## src/rtl/aes_spi_slave.sv

```systemverilog
`timescale 1ns/1ps
// SPI mode-0 slave for the AES link: receives plaintext + key, returns the previous result on MISO.
// Optional frame checking is enabled by defining AES_SPI_SLAVE_FRAME_CHECK_EN.
module aes_spi_slave #(
    parameter int SYNC_STAGES = 2
) (
    input  logic         clk,
    input  logic         reset,
    input  logic         sclk,
    input  logic         cs_n,
    input  logic         mosi,
    output logic         miso,
    input  logic [1:0]   size,
    output logic [127:0] pt_out,
    output logic [255:0] key_out,
    output logic         rx_valid,
    input  logic [127:0] tx_data,
    input  logic         tx_load,
    output logic         tx_busy,
    output logic         frame_err
);

    typedef enum logic [1:0] {IDLE, RECV_PT, RECV_KEY, DONE} state_t;

    state_t                 state;
    logic [SYNC_STAGES-1:0] sclk_sync, cs_sync, mosi_sync;
    logic                   sclk_d, cs_d, mosi_d;
    logic [8:0]             cnt;
    logic [1:0]             size_r;
    logic [127:0]           pt_sr;
    logic [255:0]           key_sr;
    logic [127:0]           tx_buf;
    logic [7:0]             tx_ptr;
`ifdef AES_SPI_SLAVE_FRAME_CHECK_EN
    logic                   extra_bits;
`endif

    function automatic logic [8:0] key_last(input logic [1:0] sz);
        case (sz)
            2'b01:   key_last = 9'd191;
            2'b10:   key_last = 9'd255;
            default: key_last = 9'd127;
        endcase
    endfunction

    // cs_n synchroniser resets high so release of reset never looks like a frame start
    always_ff @(posedge clk or posedge reset) begin
        if (reset) begin
            sclk_sync <= '0;
            cs_sync   <= '1;
            mosi_sync <= '0;
            sclk_d    <= 1'b0;
            cs_d      <= 1'b1;
            mosi_d    <= 1'b0;
        end else begin
            sclk_sync <= {sclk_sync[SYNC_STAGES-2:0], sclk};
            cs_sync   <= {cs_sync[SYNC_STAGES-2:0], cs_n};
            mosi_sync <= {mosi_sync[SYNC_STAGES-2:0], mosi};
            sclk_d    <= sclk_sync[SYNC_STAGES-1];
            cs_d      <= cs_sync[SYNC_STAGES-1];
            mosi_d    <= mosi_sync[SYNC_STAGES-1];
        end
    end

    wire sclk_rise = sclk_sync[SYNC_STAGES-1] & ~sclk_d;
    wire sclk_fall = ~sclk_sync[SYNC_STAGES-1] & sclk_d;
    wire cs_fall   = ~cs_sync[SYNC_STAGES-1] & cs_d;
    wire cs_rise   = cs_sync[SYNC_STAGES-1] & ~cs_d;

    assign tx_busy = (state != IDLE);

    always_ff @(posedge clk or posedge reset) begin
        if (reset) begin
            state    <= IDLE;
            cnt      <= '0;
            size_r   <= '0;
            pt_sr    <= '0;
            key_sr   <= '0;
            tx_buf   <= '0;
            tx_ptr   <= '0;
            miso     <= 1'b0;
            pt_out   <= '0;
            key_out  <= '0;
            rx_valid <= 1'b0;
`ifdef AES_SPI_SLAVE_FRAME_CHECK_EN
            frame_err  <= 1'b0;
            extra_bits <= 1'b0;
`endif
        end else begin
            rx_valid <= 1'b0;
`ifdef AES_SPI_SLAVE_FRAME_CHECK_EN
            frame_err <= 1'b0;
`endif
            if (state == IDLE) begin
                miso <= 1'b0;
                if (tx_load)
                    tx_buf <= tx_data;
                if (cs_fall) begin
                    state  <= RECV_PT;
                    size_r <= size;
                    cnt    <= '0;
                    pt_sr  <= '0;
                    key_sr <= '0;
                    tx_ptr <= '0;
                    // a load coinciding with the frame start is what gets sent
                    miso   <= tx_load ? tx_data[127] : tx_buf[127];
`ifdef AES_SPI_SLAVE_FRAME_CHECK_EN
                    extra_bits <= 1'b0;
`endif
                end
            end else if (cs_rise) begin
                state <= IDLE;
                miso  <= 1'b0;
`ifdef AES_SPI_SLAVE_FRAME_CHECK_EN
                frame_err <= (state != DONE) || extra_bits;
`endif
            end else begin
                if (sclk_fall) begin
                    if (tx_ptr < 8'd127) begin
                        miso   <= tx_buf[7'd126 - tx_ptr[6:0]];
                        tx_ptr <= tx_ptr + 8'd1;
                    end else begin
                        miso <= 1'b0;
                    end
                end
                if (sclk_rise) begin
                    case (state)
                        RECV_PT: begin
                            pt_sr <= {pt_sr[126:0], mosi_d};
                            if (cnt == 9'd127) begin
                                cnt   <= '0;
                                state <= RECV_KEY;
                            end else begin
                                cnt <= cnt + 9'd1;
                            end
                        end
                        RECV_KEY: begin
                            key_sr <= {key_sr[254:0], mosi_d};
                            cnt    <= cnt + 9'd1;
                            if (cnt == key_last(size_r)) begin
                                pt_out   <= pt_sr;
                                key_out  <= {key_sr[254:0], mosi_d};
                                rx_valid <= 1'b1;
                                state    <= DONE;
                            end
                        end
                        DONE: begin
`ifdef AES_SPI_SLAVE_FRAME_CHECK_EN
                            extra_bits <= 1'b1;
`endif
                        end
                        default: ;
                    endcase
                end
            end
        end
    end

`ifndef AES_SPI_SLAVE_FRAME_CHECK_EN
    assign frame_err = 1'b0;
`endif

endmodule
```

## config.mk

```make
export PLATFORM = sky130hd
export DESIGN_NAME = aes_spi_slave
export DESIGN_NICKNAME = d
export VERILOG_FILES = /design/src/rtl/aes_spi_slave.sv
export SDC_FILE = /design/constraint.sdc
export NUM_CORES = 1
export LEC_CHECK = 0
export BUFFER_PORTS_ARGS = -buffer_cell sky130_fd_sc_hd__buf_2
export CORE_UTILIZATION = 31
export DETAILED_ROUTE_END_ITERATION = 10
export GPL_ROUTABILITY_DRIVEN = 0
export HOLD_SLACK_MARGIN = 0.15
export PLACE_DENSITY = 0.48
export SLEW_MARGIN = 20
export SYNTH_ARGS = -nofsm -noshare
export SYNTH_HDL_FRONTEND = slang
export SYNTH_SLANG_ARGS = --single-unit
```

## constraint.sdc

```tcl
create_clock -name clk -period 42.8 [get_ports clk]
set_input_delay 0 -clock clk [delete_from_list [all_inputs] [get_ports clk]]
set_output_delay 0 -clock clk [all_outputs]
set_load 0.03 [all_outputs]
```

==> key figures, run 1 <==
Setup path
  • Worst r2r src: state[0]
  • RR Endpoint: key_out[12]
  • Critical Path Fanout Max: 158
  • Crit Path Class: register to register
  • Worst r2r path cells: 11
  • Crit path DAT: 6.23 ns
  • Crit path capture type: register
  • Setup crit start kind: register
  • Reg2Reg Setup Slack: 37.19 ns
  • CP Data Required Time: 43.42 ns

Timing
  • Setup slack after layout: 37.19 ns
  • Unrepaired setup endpoints after global routing: false
  • Fin. Hold Viols: 0
  • Final number of setup-violating endpoints: 0
  • Final period util: 13.1%
  • Fin crit period: 5.61 ns
  • Worst slew pin tran: 1.11 ns
  • Max Slew Vio Count: 0
  • Setup TNS: 0 ns
  • Max_slew headroom: 25.8%
  • Worst Skew: 0.0323 ns
  • Min Hold Slack: 0.347 ns
  • Max Clock Freq: 0.178 GHz

Synth
  • Ys async rst share: 100%
  • Number of synthesized register bits: 927
  • Synthesized-area fraction occupied by adder cells: 0.272%
  • Synth Area in Simple Gates: 20.7%
  • Largest family of logic cells by synthesized area: simple AND/OR/NAND/NOR gates
  • Primary FF master, synth: dfrtp_1
  • Post-Synthesis Cells: 3,814
  • Compound-gate portion of the synthesized area: 6.21%
  • Syn_nets: 3,958
  • EDFF count, synth: 0
  • Most frequent cells after synthesis: nand2_1, dfrtp_1, o21ai_0
  • Netlist area before placement: 36,800 um2
  • Sequential area share after synthesis: 63.0%
  • XOR/XNOR Fraction of Synth Area: 0.357%
  • Most common cell in the netlist: nand2_1
  • Yosys cell types: 50
  • Area leader, netlist: dfrtp_1
  • Multiplexer share of the synthesized area: 6.35%
  • Yosys top cell area share: 62.8%
  • Warnings, synthesis: 0
  • Post-Synthesis Mean Instance Area: 9.65 um2
  • Top post-synthesis cells by area: dfrtp_1, nand2_1, mux2_2

Floorplan
  • Die width: 347 um
  • Core ar.: 118,000 um2
  • Initial Utilization: 31.2%
  • Number of top-level pins: 524
  • Die area: 120,000 um2
  • Die Y: 347 um
  • Site row count: 126

CTS
  • Gates resized, CTS repair: 0
  • CTS tree: built
  • CTS root buf: clkbuf_16
  • Clock Path Buffers: 3
  • Htree depth: 3
  • Post-CTS setup buffer count: 0
  • CTS sink cnt: 927
  • # hold bufs at CTS: 269
  • Latest clock arrival within the worst-skew pair: 0.69 ns
  • Reg clk slew, reported paths: 0.06 ns
  • TritonCTS Buffers: 105

Global routing
  • Number of global-route vias before repair: 27,400
  • Initial antenna violation count: 11
  • Remaining Overflow, GRT: 0
  • Pin count of the biggest net entering global routing: 257
  • Tot GR Track Use: 16.5%
  • First-pass GRT wire length: 160 mm

Final layout
  • Layout area overhead: 27.7%
  • Share of post-route cells with drive strength above 1: 19.6%
  • Fill cells: 11,800
  • NumNets Final: 4,642

Worst hold path
  • Hold path start: mosi_sync[0]
  • Worst Hold Endpoint: mosi_sync[1]
  • Hold path cells: 0
  • Worst Hold Class: register to register

Placement
  • Port bufs: 522
  • Dpl ws: 36.73 ns
  • Hpwl dp: 59.0 mm

Power
  • Switching share of power: 28.3%
  • Internal power: 1.66 mW
  • Pwr dens: 49.3 nW/um2
  • Clock power share: 40.4%
  • Overall power: 2.32 mW
  • Gate power share: 17.1%
  • Net Switching: 657 uW
  • Leakage: 23.6 nW
  • Sequential share of power: 42.5%
  • Worst VDD drop: 0.0497 mV

Detailed routing
  • Detail Route Antenna Nets: 0
  • Avg Vias per Cell: 4.53
  • Initial DRC count: 1,745
  • Wirelength per Cell: 16.2 um
  • Detailed Routing Iterations Pass 1: 7
  • Routed WL: 99.6 mm
  • Via count: 27,800
  • DRC viols: 0

Flow run
  • Max_cap viols: 0

Outcome
  • Outcome: complete, no violations
## registers in the layout (all words and copies together), names as in the netlist
name,flops
key_out,256
key_sr,255
pt_out,128
pt_sr,128
tx_buf,128
cnt,9
tx_ptr,8
cs_sync,2
mosi_sync,2
sclk_sync,2
size_r,2
state,2
cs_d,1
miso,1
mosi_d,1
rx_valid,1
sclk_d,1
## logic make-up (layout without fill, tap and decap cells)
kind of cell / count (synthesis) / after routing
AO/OA/AOI/OAI: 443 / 443
XOR/XNOR: 12 / 12
adder cells (fa/ha/maj): 8 / 8
buffers and inverters: 252 / 1021
flip-flops: 927 / 927
multiplexers: 172 / 172
other: 1 / 11
AND/OR/NAND/NOR: 1999 / 1999
## layout make-up
| cell class | count | area (um2) | area share, % |
|---|---|---|---|
| Multi-Input combinational cell | 2635 | 12500 | 26.7 |
| Timing Repair Buffer | 818 | 5610 | 11.9 |
| Clock buffer | 146 | 3050 | 6.50 |
| Antenna cell | 10 | 25.0 | 0.0533 |
| Tap cell | 1536 | 1920 | 4.09 |
| Inverter | 11 | 63.8 | 0.136 |
| Clock inverter | 46 | 582 | 1.24 |
| Sequential cell | 927 | 23200 | 49.4 |
## critical path, stage by stage, from the launching register on
cell and delay [ns]:
dfrtp_1 0.40, inv_1 0.08, ha_1 0.34, inv_8 0.50, nand2_1 0.17, nor3b_2 0.57, nand3_4 0.58, inv_8 0.84
buf_4 0.84, buf_4 0.84, nand2_1 0.15, nand2_1 0.09
## per-stage QoR
stage | cell area (um2) | std cells | utilization (%)
after floorplan | 36800 | 3814 | -
after global placement | 40600 | 5657 | 34.4
after detailed placement | 40600 | 5657 | 34.4
after CTS | 46900 | 6118 | 39.8
after global routing | 47000 | 6129 | 39.8
final | 47000 | 6129 | 39.8
## layer usage
metal	vias up	global-route usage, %	part of all wire, %
li1	13600	-	-
met1	13500	23.3	47
met2	577	25.3	45
met3	180	3.21	4.5
met4	0	5.94	3.2
met5	-	0	0
## power by group through the flow
stage               clock [mW]  sequential (mW)  combinational, mW
global placement             0            0.995              0.379
detailed placement           0            0.998              0.383
global route             0.998            0.992              0.435
CTS                      0.966            0.982              0.402
finish                   0.936            0.985              0.397
floorplan                    0            0.989              0.295
## worst max path at each step
stage / slack (ns) / end / from
2_1_floorplan: 16.74 / cnt[0] / reset
3_3_place_gp: 36.91 / key_out[13] / state[0]
3_5_place_dp: 36.73 / key_out[12] / state[1]
4_1_cts: 36.76 / key_out[12] / state[0]
5_1_grt: 36.47 / key_out[14] / state[0]
6_report: 37.19 / key_out[12] / state[0]
## layout by cell type, fill, tap and decap left out, drive strengths merged, types with 13 or more instances in the layout
master / instances
dfrtp: 924
mux2: 131
mux4: 34
nand3: 14
clkbuf: 146
nor2: 13
o21ai: 407
clkinv: 30
buf: 549
dlygate4sd3: 269
nand2: 1939
(Power assumes the default switching activity.)
==> inputs of run 2 (changes only) <==
Settings changed: ABC_AREA set to 1, PLACE_DENSITY 0.48 to 0.5.
Clock period 42.8 ns to 5 ns, I/O delays scaled along.
==> run 2 against run 1 <==
Power rose to 8.8 times the previous value. Largest cell class unchanged. Sequential power rose to 8.6 times the previous value. Largest power group unchanged. Clock-buffer cell count up 2. Clock power rose to 8.3 times the previous value. First-iteration DRC count down 8.3%. Global-route usage down 0.37 points. Synthesized cell count down 4.1%. Maximum frequency up 58%. Final cell count down 2.7%. Die area down 0.11%.
==> key figures, run 2 <==
Detailed routing
  • Wirelength per Cell: 16.2 um
  • Detail Route Antenna Nets: 0
  • Initial DRC count: 1,600
  • Detailed Routing Iterations Pass 1: 5
  • Avg Vias per Cell: 4.56
  • Via count: 27,200
  • Routed WL: 96.7 mm
  • DRC viols: 0

Floorplan
  • Die Y: 346 um
  • Die area: 120,000 um2
  • Number of top-level pins: 524
  • Core ar.: 117,000 um2
  • Site row count: 125
  • Initial Utilization: 31.5%
  • Die width: 346 um

Final layout
  • Layout area overhead: 27.1%
  • Share of post-route cells with drive strength above 1: 19.8%
  • Fin util: 40.0%
  • Fill cells: 11,600
  • Commonest non-fill, non-tap cell in the layout: dfrtp_1
  • Most frequent cells in the layout: dfrtp_1, nand2_1, buf_2
  • NumNets Final: 4,498
  • Most flops, register: key_out
  • Area of the multi-input gates: 10,500 um2
  • Max reg flops: 256
  • Biggest regs: key_out: 256 flops, key_sr: 255 flops
  • Register area: 23,200 um2

Timing
  • Max Clock Freq: 0.282 GHz
  • Fin. Hold Viols: 0
  • Final period util: 70.9%
  • Final number of setup-violating endpoints: 0
  • Worst slew pin tran: 1.05 ns
  • Max Slew Vio Count: 0
  • Min Hold Slack: 0.347 ns
  • Setup TNS: 0 ns
  • Worst Skew: 0.0416 ns
  • Max_slew headroom: 30.3%
  • Unrepaired setup endpoints after global routing: false
  • Fin crit period: 3.55 ns

Setup path
  • Crit path DAT: 4.14 ns
  • Setup crit start kind: register
  • Critical Path Fanout Max: 175
  • Worst r2r path cells: 10
  • Critical Path Start: state[0]
  • Crit path capture type: register
  • Crit Path Class: register to register
  • CP Data Required Time: 5.59 ns
  • Worst r2r src: state[0]

Power
  • Pwr dens: 437 nW/um2
  • Worst VDD drop: 0.342 mV
  • Leakage: 21.8 nW
  • Overall power: 20.4 mW

CTS
  • Htree depth: 3
  • Reg clk slew, reported paths: 0.06 ns
  • Gates resized, CTS repair: 0
  • Latest clock arrival within the worst-skew pair: 0.68 ns
  • TritonCTS Buffers: 103
  • Clock Path Buffers: 3
  • CTS sink cnt: 927
  • CTS tree: built
  • CTS root buf: clkbuf_16

Placement
  • Port bufs: 522
  • Hpwl dp: 61.4 mm

Worst hold path
  • Worst Hold Class: register to register
  • Hold path cells: 0
  • Hold path start: sclk_sync[0]

Synth
  • Yosys top cell area share: 62.9%
  • Area leader, netlist: dfrtp_1
  • Most frequent cells after synthesis: dfrtp_1, nand2_1, nand3_1
  • Warnings, synthesis: 0
  • Syn_nets: 3,800
  • Post-Synthesis Mean Instance Area: 10.1 um2
  • Sequential area share after synthesis: 63.1%
  • Ys async rst share: 100%
  • Top post-synthesis cells by area: dfrtp_1, nand3_1, o21ai_0
  • Post-Synthesis Cells: 3,656
  • Yosys cell types: 35
  • EDFF count, synth: 0
  • Number of synthesized register bits: 927
  • Primary FF master, synth: dfrtp_1
  • Netlist area before placement: 36,800 um2
  • Most common cell in the netlist: dfrtp_1

Flow run
  • Max_cap viols: 0

Global routing
  • Initial antenna violation count: 7
  • Pin count of the biggest net entering global routing: 176
  • Tot GR Track Use: 16.2%
  • Remaining Overflow, GRT: 0
  • First-pass GRT wire length: 157 mm
  • Number of global-route vias before repair: 27,800

Outcome
  • Outcome: complete, no violations
## run 2: cell types whose count changed after synthesis, sizes merged, moves of 34 or more
cell    change
nand2    -1375
buf        +91
mux4       -34
clkbuf     -80
o21ai     +377
inv       +416
nand3     +502
## run 2: layer usage
| metal | wire [um] | share of wire (%) | track usage (%) |
|---|---|---|---|
| met5 | 0 | 0 | 0 |
| met4 | 3310 | 3.4 | 6.14 |
| met3 | 4120 | 4.3 | 2.93 |
| met2 | 45500 | 47 | 26.1 |
| met1 | 43800 | 45 | 21.5 |
## run 2: critical path, cell delays in order (launching register included)
cell and delay, ns:
dfrtp_1 0.40, inv_1 0.11, ha_1 0.63, inv_16 0.34
nor2_8 0.25, inv_2 0.08, o21ai_2 0.08, and2_4 0.75
buf_12 0.36, nand3_1 0.12, o21ai_0 0.11
## run 2: path summary, 6_finish.rpt
kind / end / slack, ns
max: key_sr[68] / 1.45
min: sclk_sync[1] / 0.35
max reg2reg: key_sr[68] / 1.45
min reg2reg: sclk_sync[1] / 0.35
max in group asynchronous: key_sr[76] / 2.98
min in group asynchronous: pt_out[122] / 0.58
## run 2: cell type report
cell class | instances | share of cell area [%]
Clock inverter | 33 | 1.21
Inverter | 427 | 3.47
Multi-Input combinational cell | 2050 | 22.5
Antenna cell | 7 | 0.0375
Tap cell | 1524 | 4.08
Clock buffer | 148 | 6.24
Timing Repair Buffer | 845 | 12.8
Sequential cell | 927 | 49.7
## run 2: power by group
group / internal (mW) / leakage [nW] / switching (mW)
Clock: 4.59 / 1.68 / 3.20
Sequential: 8.14 / 12.6 / 0.350
Combinational: 1.39 / 7.45 / 2.75
## run 2: timing repair
| item | in CTS | in global routing |
|---|---|---|
| buffers inserted | 0 | 0 |
| hold buffers | 269 | 0 |
| setup endpoints to repair | 0 | 0 |
| hold endpoints to repair | 322 | 0 |
## run 2: per-stage QoR
| step | instances | instance area, um2 | worst slack (ns) |
|---|---|---|---|
| 6_report | 5961 | 46700 | 1.45 |
| 5_1_grt | 5961 | 46700 | 1.13 |
| 4_1_cts | 5953 | 46700 | 1.44 |
| 3_5_place_dp | 5503 | 40500 | 1.45 |
| 3_3_place_gp | 5503 | 40500 | 1.55 |
| 2_1_floorplan | 3656 | 36800 | -7.75 |
## run 2: logic make-up (layout without fill, tap and decap cells)
family,Yosys count,count (layout),synth area share [%]
flip-flops,927,927,63.1
multiplexers,127,127,3.89
other,1,8,0.0102
XOR/XNOR,4,4,0.0953
AO/OA/AOI/OAI,801,801,11.0
AND/OR/NAND/NOR,1109,1109,13.2
buffers and inverters,679,1453,8.40
adder cells (fa/ha/maj),8,8,0.272
==> inputs of run 3 (changes only) <==
Settings changed: PLACE_DENSITY 0.5 to 0.48.
Clock period 5 ns to 3.7 ns, I/O delays scaled along.
==> run 3 against run 2 <==
Clock-buffer cell count grew 8. Highest routed layer unchanged. Largest power group unchanged. Clock power rose by 32%. Clock skew shrank 0.0052 ns. Sequential power rose by 35%. Via count rose by 0.57%. Final cell count about the same. Sequential cell count unchanged. Sequential share of layout area about the same. Cell area about the same. First-iteration DRC count grew 0.50%. Combinational power up 36%.
==> key figures, run 3 (synthesis gave the netlist of run 2 again) <==
Detailed routing
  • DRC viols: 0
  • Via count: 27,300
  • Detail Route Antenna Nets: 0
  • Detailed Routing Iterations Pass 1: 5
  • Avg Vias per Cell: 4.58
  • Initial DRC count: 1,608
  • Routed WL: 98.9 mm
  • Wirelength per Cell: 16.6 um

Timing
  • Worst slew pin tran: 1.49 ns
  • Worst Skew: 0.0364 ns
  • Final period util: 86.0%
  • Fin crit period: 3.18 ns
  • Unrepaired setup endpoints after global routing: false
  • Min Hold Slack: 0.178 ns
  • Max_slew headroom: 0.482%
  • Fin. Hold Viols: 0
  • Max Slew Vio Count: 0
  • Setup TNS: 0 ns
  • Final number of setup-violating endpoints: 0
  • Max Clock Freq: 0.314 GHz

CTS
  • Reg clk slew, reported paths: 0.06 ns
  • Clock Path Buffers: 3
  • Latest clock arrival within the worst-skew pair: 0.69 ns
  • CTS sink cnt: 927
  • TritonCTS Buffers: 104
  • Htree depth: 3
  • CTS tree: built
  • Post-CTS setup buffer count: 0
  • CTS root buf: clkbuf_16

Final layout
  • Biggest regs: key_out: 256 flops, key_sr: 255 flops
  • Share of post-route cells with drive strength above 1: 20.2%
  • Commonest non-fill, non-tap cell in the layout: dfrtp_1
  • Max reg flops: 256
  • Cell Count, Final, Fillers Out: 5,963
  • Most frequent cells in the layout: dfrtp_1, nand2_1, buf_2
  • Layout area overhead: 27.0%
  • Fin util: 40.0%
  • NumNets Final: 4,505
  • Most flops, register: key_out

Setup path
  • Crit path DAT: 3.18 ns
  • Worst r2r src: state[0]
  • Setup crit start kind: register
  • Reg2Reg Setup Slack: 0.84 ns
  • RR Endpoint: key_out[214]
  • CP Data Required Time: 3.70 ns
  • Crit path capture type: primary output
  • Critical Path Fanout Max: 205
  • Worst r2r path cells: 10
  • Crit Path Class: register to primary output

Global routing
  • Number of global-route vias before repair: 27,800
  • Pin count of the biggest net entering global routing: 259
  • Initial antenna violation count: 2
  • Remaining Overflow, GRT: 0
  • Tot GR Track Use: 16.6%
  • First-pass GRT wire length: 160 mm

Floorplan
  • Number of top-level pins: 524
  • Die Y: 346 um
  • Initial Utilization: 31.5%
  • Die area: 120,000 um2
  • Die width: 346 um
  • Core ar.: 117,000 um2
  • Site row count: 125

Flow run
  • Max_cap viols: 0

Placement
  • # placed instances: 5,511
  • Port bufs: 522
  • Hpwl dp: 62.9 mm

Worst hold path
  • Worst Hold Class: input port to register
  • Hold path start: size[1]
  • Hold path cells: 4
  • Worst Hold Endpoint: size_r[1]

Power
  • Leakage: 21.8 nW
  • Worst VDD drop: 0.435 mV
  • Overall power: 27.5 mW
  • Pwr dens: 589 nW/um2

Outcome
  • Outcome: complete, no violations
## run 3: worst max path at each step
stage                     startpoint            to  slack [ns]  cells after the start
final                       state[0]       tx_busy        0.52                      5
after global routing        state[0]       tx_busy        0.49                      5
after CTS                   state[0]       tx_busy        0.64                      5
after detailed placement    state[0]  key_out[132]        0.93                      9
after global placement      state[0]  key_out[206]        0.94                      9
after floorplan                reset        cnt[0]       -9.05                      1
## run 3: critical path, cell delays in order (launching register included)
cell	delay (ns)
dfrtp_1	0.37
inv_1	0.08
ha_1	0.30
inv_12	0.30
buf_12	0.44
buf_2	0.39
## run 3: what timing repair did
item / 4_1_cts / 5_1_grt
hold buffers: 267 / 0
resized for setup: 0 / 0
endpoints found under the hold margin: 775 / 0
## run 3: power by group
group | internal [mW] | switching, mW | leakage, nW | total, mW
combinational | 1.97 | 3.69 | 7.49 | 5.65
clock | 6.08 | 4.26 | 1.68 | 10.3
sequential | 11.0 | 0.505 | 12.6 | 11.5
total | 19.0 | 8.45 | 21.8 | 27.5
## run 3: per-layer routing
layer,track usage [%],share of wire (%)
met1,22.5,46
met3,2.73,3.7
met2,26.8,47
met4,5.37,3.0
met5,0,0
## run 3: final cells by class
class / count / area [um2]
tap: 1524 / 1910
clock inverter: 26 / 313
antenna: 2 / 5.00
sequential: 927 / 23200
multi-input combinational: 2050 / 10500
inverter: 427 / 1620
timing repair buffer: 851 / 6020
clock buffer: 156 / 3120
fill: 11600 / 70100
## run 3: stage by stage
stage	setup slack, ns	cell area [um2]
floorplan	-9.05	36800
global placement	0.941	40600
detailed placement	0.927	40600
CTS	0.639	46700
global route	0.495	46700
finish	0.517	46700
